**config.mk**
```make
export PLATFORM = sky130hd
export DESIGN_NAME = control_fsm
export DESIGN_NICKNAME = d
export VERILOG_FILES = /design/src/rtl/control_pkg.sv /design/src/rtl/mem_timeout_counter.sv /design/src/rtl/control_fsm.sv
export SDC_FILE = /design/constraint.sdc
export NUM_CORES = 1
export LEC_CHECK = 0
export ABC_AREA = 1
export CORE_ASPECT_RATIO = 1.2
export CORE_MARGIN = 10
export CORE_UTILIZATION = 50
export DETAILED_ROUTE_END_ITERATION = 16
export PLACE_DENSITY = 0.86
export RECOVER_POWER = 25
export SETUP_SLACK_MARGIN = 0.05
export SLEW_MARGIN = 10
export SYNTH_ARGS = -nofsm -noshare
export SYNTH_HDL_FRONTEND = slang
export SYNTH_SLANG_ARGS = --single-unit
```
**constraint.sdc**
```tcl
create_clock -name clk -period 4.05 [get_ports clk]
set_clock_uncertainty 0.15 [all_clocks]
set_input_delay 0.405 -clock clk [delete_from_list [all_inputs] [get_ports clk]]
set_output_delay 0.405 -clock clk [all_outputs]
set_load 0.03 [all_outputs]
```
**src/rtl/control_pkg.sv**
```systemverilog
// Shared types and encodings for the multi-cycle RV32I control sequencer.
package control_pkg;

  typedef enum logic [2:0] {
    FETCH,
    EXEC,
    MEM,
    HALT,
    FAULT
  } ctrl_state_t;

  localparam logic       ADDR_ALU = 1'b0;
  localparam logic       ADDR_PC  = 1'b1;

  localparam logic [1:0] RD_ALU   = 2'b00;
  localparam logic [1:0] RD_MEM   = 2'b01;
  localparam logic [1:0] RD_CSR   = 2'b10;

  localparam logic [1:0] ALU1_RS  = 2'b00;
  localparam logic [1:0] ALU1_PC  = 2'b01;
  localparam logic [1:0] ALU1_ZR  = 2'b10;

  localparam logic [1:0] ALU2_RS  = 2'b00;
  localparam logic [1:0] ALU2_IM  = 2'b01;
  localparam logic [1:0] ALU2_IS  = 2'b10;

  localparam logic [6:0] OPC_LOAD   = 7'b0000011;
  localparam logic [6:0] OPC_OP_IMM = 7'b0010011;
  localparam logic [6:0] OPC_AUIPC  = 7'b0010111;
  localparam logic [6:0] OPC_STORE  = 7'b0100011;
  localparam logic [6:0] OPC_OP     = 7'b0110011;
  localparam logic [6:0] OPC_LUI    = 7'b0110111;
  localparam logic [6:0] OPC_BRANCH = 7'b1100011;
  localparam logic [6:0] OPC_JALR   = 7'b1100111;
  localparam logic [6:0] OPC_JAL    = 7'b1101111;
  localparam logic [6:0] OPC_SYSTEM = 7'b1110011;

endpackage

```
**src/rtl/mem_timeout_counter.sv**
```systemverilog
// Saturating wait-state counter; expired flags the last allowed cycle of an access.
module mem_timeout_counter #(
  parameter int unsigned MEM_TIMEOUT = 255
) (
  input  logic clk,
  input  logic rst,
  input  logic clear,
  input  logic enable,
  output logic expired
);

  generate
    if (MEM_TIMEOUT == 0) begin : g_off
      logic unused_in;
      assign unused_in = ^{clk, rst, clear, enable};
      assign expired   = 1'b0;
    end else begin : g_on
      localparam int unsigned CW = $clog2(MEM_TIMEOUT + 1);
      localparam logic [CW-1:0] LAST = CW'(MEM_TIMEOUT - 1);

      logic [CW-1:0] count;

      always_ff @(posedge clk or posedge rst) begin
        if (rst) begin
          count <= '0;
        end else if (clear) begin
          count <= '0;
        end else if (enable && (count != '1)) begin
          count <= count + 1'b1;
        end
      end

      assign expired = (count == LAST);
    end
  endgenerate

endmodule

```
**src/rtl/control_fsm.sv**
```systemverilog
// Multi-cycle RV32I sequencer: datapath strobes, memory timeout fault and
// debug halt/resume/single-step handshake.
module control_fsm
  import control_pkg::*;
#(
  parameter int unsigned MEM_TIMEOUT  = 255,
  parameter int unsigned CSR_EN       = 1,
  parameter int unsigned RESET_HALTED = 0
) (
  input  logic       clk,
  input  logic       rst,
  input  logic [6:0] opcode,
  input  logic [2:0] f3,
  input  logic       cond,
  input  logic       mem_complete,
  input  logic       halt_req,
  input  logic       resume_req,
  input  logic       step_req,
  output logic       halted,
  output logic       write_pc_ne,
  output logic       write_pc_ex,
  output logic       write_pc,
  output logic       write_ir,
  output logic       write_rd,
  output logic       write_csr,
  output logic       mem_read,
  output logic       mem_write,
  output logic       addr_sel,
  output logic [1:0] rd_sel,
  output logic [1:0] alu_insel1,
  output logic [1:0] alu_insel2,
  output logic       bus_fault,
  output logic       illegal_insn
);

  ctrl_state_t state, next_state;
  logic        step_pending;
  logic        raise_bus, raise_ill, step_set;
  logic        in_access, tmo_expired;

  assign in_access = (state == FETCH) || (state == MEM);
  assign halted    = (state == HALT) || (state == FAULT);
  assign write_pc  = write_pc_ne | write_pc_ex;

  // Holding the counter clear outside FETCH/MEM is what makes it start
  // from zero on every entry to an access state.
  mem_timeout_counter #(
    .MEM_TIMEOUT(MEM_TIMEOUT)
  ) u_tmo (
    .clk    (clk),
    .rst    (rst),
    .clear  (mem_complete | ~in_access),
    .enable (in_access & ~mem_complete),
    .expired(tmo_expired)
  );

  always_comb begin
    next_state  = state;
    raise_bus   = 1'b0;
    raise_ill   = 1'b0;
    step_set    = 1'b0;
    write_pc_ne = 1'b0;
    write_pc_ex = 1'b0;
    write_ir    = 1'b0;
    write_rd    = 1'b0;
    write_csr   = 1'b0;
    mem_read    = 1'b0;
    mem_write   = 1'b0;
    addr_sel    = ADDR_ALU;
    rd_sel      = RD_ALU;
    alu_insel1  = ALU1_RS;
    alu_insel2  = ALU2_RS;

    case (state)
      FETCH: begin
        mem_read = 1'b1;
        addr_sel = ADDR_PC;
        if (mem_complete) begin
          write_ir   = 1'b1;
          next_state = EXEC;
        end else if (tmo_expired) begin
          raise_bus  = 1'b1;
          next_state = FAULT;
        end
      end
      EXEC: begin
        case (opcode)
          OPC_OP: begin
            write_rd    = 1'b1;
            write_pc_ne = 1'b1;
          end
          OPC_OP_IMM: begin
            write_rd    = 1'b1;
            write_pc_ne = 1'b1;
            alu_insel2  = ALU2_IM;
          end
          OPC_LUI: begin
            write_rd    = 1'b1;
            write_pc_ne = 1'b1;
            alu_insel1  = ALU1_ZR;
            alu_insel2  = ALU2_IM;
          end
          OPC_AUIPC: begin
            write_rd    = 1'b1;
            write_pc_ne = 1'b1;
            alu_insel1  = ALU1_PC;
            alu_insel2  = ALU2_IM;
          end
          OPC_JAL: begin
            write_rd    = 1'b1;
            write_pc_ex = 1'b1;
            alu_insel1  = ALU1_PC;
            alu_insel2  = ALU2_IM;
          end
          OPC_JALR: begin
            write_rd    = 1'b1;
            write_pc_ex = 1'b1;
            alu_insel2  = ALU2_IM;
          end
          OPC_BRANCH: begin
            alu_insel1  = ALU1_PC;
            alu_insel2  = ALU2_IM;
            write_pc_ex = cond;
            write_pc_ne = ~cond;
          end
          OPC_LOAD, OPC_STORE: next_state = MEM;
          OPC_SYSTEM: begin
            if ((CSR_EN != 0) && (f3 != '0)) begin
              write_csr   = 1'b1;
              write_rd    = 1'b1;
              rd_sel      = RD_CSR;
              write_pc_ne = 1'b1;
            end else begin
              raise_ill  = 1'b1;
              next_state = FAULT;
            end
          end
          default: begin
            raise_ill  = 1'b1;
            next_state = FAULT;
          end
        endcase
      end
      MEM: begin
        addr_sel   = ADDR_ALU;
        alu_insel2 = ALU2_IM;
        mem_read   = (opcode == OPC_LOAD);
        mem_write  = (opcode == OPC_STORE);
        if (mem_complete) begin
          write_pc_ne = 1'b1;
          if (opcode == OPC_LOAD) begin
            write_rd = 1'b1;
            rd_sel   = RD_MEM;
          end
        end else if (tmo_expired) begin
          raise_bus  = 1'b1;
          next_state = FAULT;
        end
      end
      HALT, FAULT: begin
        if (resume_req) begin
          next_state = FETCH;
        end else if (step_req) begin
          next_state = FETCH;
          step_set   = 1'b1;
        end
      end
      default: next_state = FETCH;
    endcase

    // Any PC write retires the instruction; debug requests are honoured only here.
    if (write_pc_ne | write_pc_ex) begin
      next_state = (halt_req || step_pending) ? HALT : FETCH;
    end
  end

  always_ff @(posedge clk or posedge rst) begin
    if (rst) begin
      state        <= (RESET_HALTED != 0) ? HALT : FETCH;
      step_pending <= 1'b0;
      bus_fault    <= 1'b0;
      illegal_insn <= 1'b0;
    end else begin
      state <= next_state;
      if (write_pc) begin
        step_pending <= 1'b0;
      end else if (step_set) begin
        step_pending <= 1'b1;
      end
      if ((state == FAULT) && (next_state != FAULT)) begin
        bus_fault    <= 1'b0;
        illegal_insn <= 1'b0;
      end else begin
        if (raise_bus) bus_fault    <= 1'b1;
        if (raise_ill) illegal_insn <= 1'b1;
      end
    end
  end

endmodule

```
==> results.toml <==
[timing]
finalHoldViolations = 0
worst_slew_pin_slew_ns = 0.519
setup_slack_ns = 1.07
finalMaxSlewViolations = 0
rsz0062_at_grt = "no"
setup_tns_ns = 0
max_slew_margin_pct = 65.4
clock.fmax_mhz = 336
timing.final.crit_share_pct = 73.6
setup_viol = 0
finalCriticalPeriod_ns = 2.98

[worst_hold_path]
worstHoldStart = "u_tmo.g_on.count[7]"
hold_path_end = "u_tmo.g_on.count[7]"
holdPathStages = 2
hp-class = "register to register"

[synthesis]
synth_cell_types = 28
synth_edf_count = 0
ys_seq_area_share_pct = 30.8
synthTopCellsByArea = "dfrtp_1 31%, nand2_1 8.9%, inv_1 8.2%, nor2_1 8.2%, o21ai_0 5.3%"
synth_top_area_cell = "dfrtp_1"
synth.most_common_cell = "nand2_1"
ys.flop_type = "dfrtp_1"
ys_top_cells_by_count = "27 x nand2_1, 25 x inv_1, 25 x nor2_1, 14 x dfrtp_1, 12 x o21ai_0"
syn-cell-area_sq_mm = 0.00114
avgSynthCellArea_sq_um = 6.94
netlist.area_leader.share_pct = 30.8
syn_inst = 164
ys_warn_count = 0
synth-seq-cells = 14
syn-num-nets = 183
ys_async_sr_fraction_pct = 100

[critical_path]
r2r_slack_ns = 2.43
end_kind = "output port"
worstReg2RegEnd = "u_tmo.g_on.count[5]"
cp-start-kind = "input port"
worstPathRequired_ns = 3.49
r2r_cells = 8
r2r-start = "u_tmo.g_on.count[1]"
critPathMaxFanout = 4
worstPathArrival_ns = 2.42
criticalPathCategory = "input port to output port"

[drt]
wirelength_mm = 3.01
dr.pass1.iters = 4
viasPerCell = 5.23
num_vias = 1203
drt_iter0_drc = 56
avgRoutedWirePerCell_um = 13.1
ant_nets = 0
drcViolationCount = 0

[cts]
cts_tree = "yes"
postCtsResizedCells = 0
cts.sinks = 14
cts_setup_buffers = 0
cts_max_level = 1
cts-buffers-inserted = 3
cts_root_buf = "clkbuf_4"
cts_max_path_buffers = 2
clk_pin_slew_ns = 0.08
cts_hold_buf = 0
clkLatencyLatePin_ns = 0.29

[power]
power_frac_seq_pct = 28.2
switchingPower_uw = 336
sw_frac_of_total_pct = 47.2
pwr-share-comb_pct = 57.7
leakagePower_nw = 0.744
finalPower_uw = 711
irDropWorstVdd_mv = 0.318
pwr-share-clk_pct = 14.1
powerDensity_mw_per_mm2 = 463
internal-power_uw = 375

[placement]
dp_hpwl_mm = 2.59
gp_congestion = 0.895
dpl_worst_slack_ns = 1.08
port-buffer-count = 33
dp_cells = 226

[finish]
regArea_sq_um = 350
fin_cells = 230
multi_input_comb_area_sq_um = 668
area_delta_synth_final_pct = 34.8
diodes = 0
n_fill_cell = 193
nets = 220
drive_gt1_share_pct = 16.5

[floorplan]
fp-row-count = 18
start_util_pct = 53.8
die_x_um = 63.6
die_area_sq_mm = 0.00459
die_y_um = 72.3
ioPinCount = 35
coreArea_sq_mm = 0.00212

[global_routing]
grtUsageTotal_pct = 13.4
grt_max_degree = 15
grt-ovfl-total = 0
antenna_found_initial = 0
grt_pass1_wl_mm = 5.20
grt_pass1_vias = 1253

[outcome]
status = "completed"

[flow_run]
max_cap_violations = 0
-- cells in the final DEF, fill, tap and decap left out --
cell             instances
nand2_1                 27
a21oi_4                  1
and3_1                   1
dfrtp_1                 14
nand3_2                  3
nand2_2                  6
a211oi_1                 1
conb_1                   1
o21ai_2                  3
clkbuf_4                 3
nor4_1                   2
o21ai_0                 12
nand3_1                  6
a21oi_1                  5
clkdlybuf4s50_1         32
nand4_1                  6
mux2_2                   1
or2_2                    1
nor2_1                  25
nand3b_1                 2
clkbuf_8                 1
nor2_4                   3
dlygate4sd3_1            1
nand3_4                  2
a31oi_1                  1
nor2_2                   4
inv_1                   25
inv_2                    5
o31ai_1                  1
ha_1                     2
nor3_1                   3
-- worst max-delay path by stage --
| stage | startpoint | end | slack, ns |
|---|---|---|---|
| detailed placement | opcode[4] | write_rd | 1.08 |
| global route | opcode[4] | write_rd | 0.98 |
| floorplan | opcode[3] | write_rd | 1.92 |
| CTS | opcode[4] | write_rd | 1.08 |
| global placement | opcode[4] | write_rd | 1.15 |
| finish | opcode[4] | write_rd | 1.07 |
-- state kept, by name, indices dropped and copies added, names as in the netlist --
register and cells:
step_pending 1, bus_fault 1, illegal_insn 1, state 3, u_tmo.g_on.count 8
-- layout make-up --
class,count,area share [%]
Inverter,30,7.33
Tap cell,30,2.44
Clock buffer,4,2.36
Sequential cell,14,22.8
Timing Repair Buffer,33,21.5
Multi-Input combinational cell,119,43.5
-- per-stage QoR --
| stage | hold slack (ns) | utilization, % | area, sq um |
|---|---|---|---|
| floorplan | 0.144 | - | 1140 |
| global placement | 0.359 | 70.8 | 1500 |
| detailed placement | 0.378 | 70.8 | 1500 |
| CTS | 0.312 | 72.5 | 1540 |
| global route | 0.446 | 72.5 | 1540 |
| finish | 0.400 | 72.5 | 1540 |
-- cell families after synthesis --
family	Yosys count	share of synthesized area (%)
AOI/OAI and AO/OA	24	13.1
DFF	14	30.8
and+or+nand+nor	91	42.1
buffers and inverters	31	10.5
muxes	1	0.989
other	1	0.329
adders and majority gates	2	2.20
-- per-layer routing --
layer | track usage (%) | part of all wire, %
met1 | 11.8 | 36
met2 | 26.8 | 57
met3 | 3.69 | 5.4
met4 | 7.06 | 1.8
met5 | 0 | 0
-- critical path: stages --
cell and delay, ns:
clkdlybuf4s50_1 0.52, inv_2 0.08, nor4_1 0.44, o21ai_0 0.17
o21ai_0 0.10, clkdlybuf4s50_1 0.70
-- power by group through the flow --
stage	registers, mW	logic, mW	clock network, mW
after floorplan	0.207	0.257	0
after detailed placement	0.203	0.412	0
after CTS	0.200	0.413	0.105
after global routing	0.206	0.446	0.109
after global placement	0.200	0.400	0
final	0.200	0.410	0.100
No activity file was read; power rests on OpenSTA's default activity.
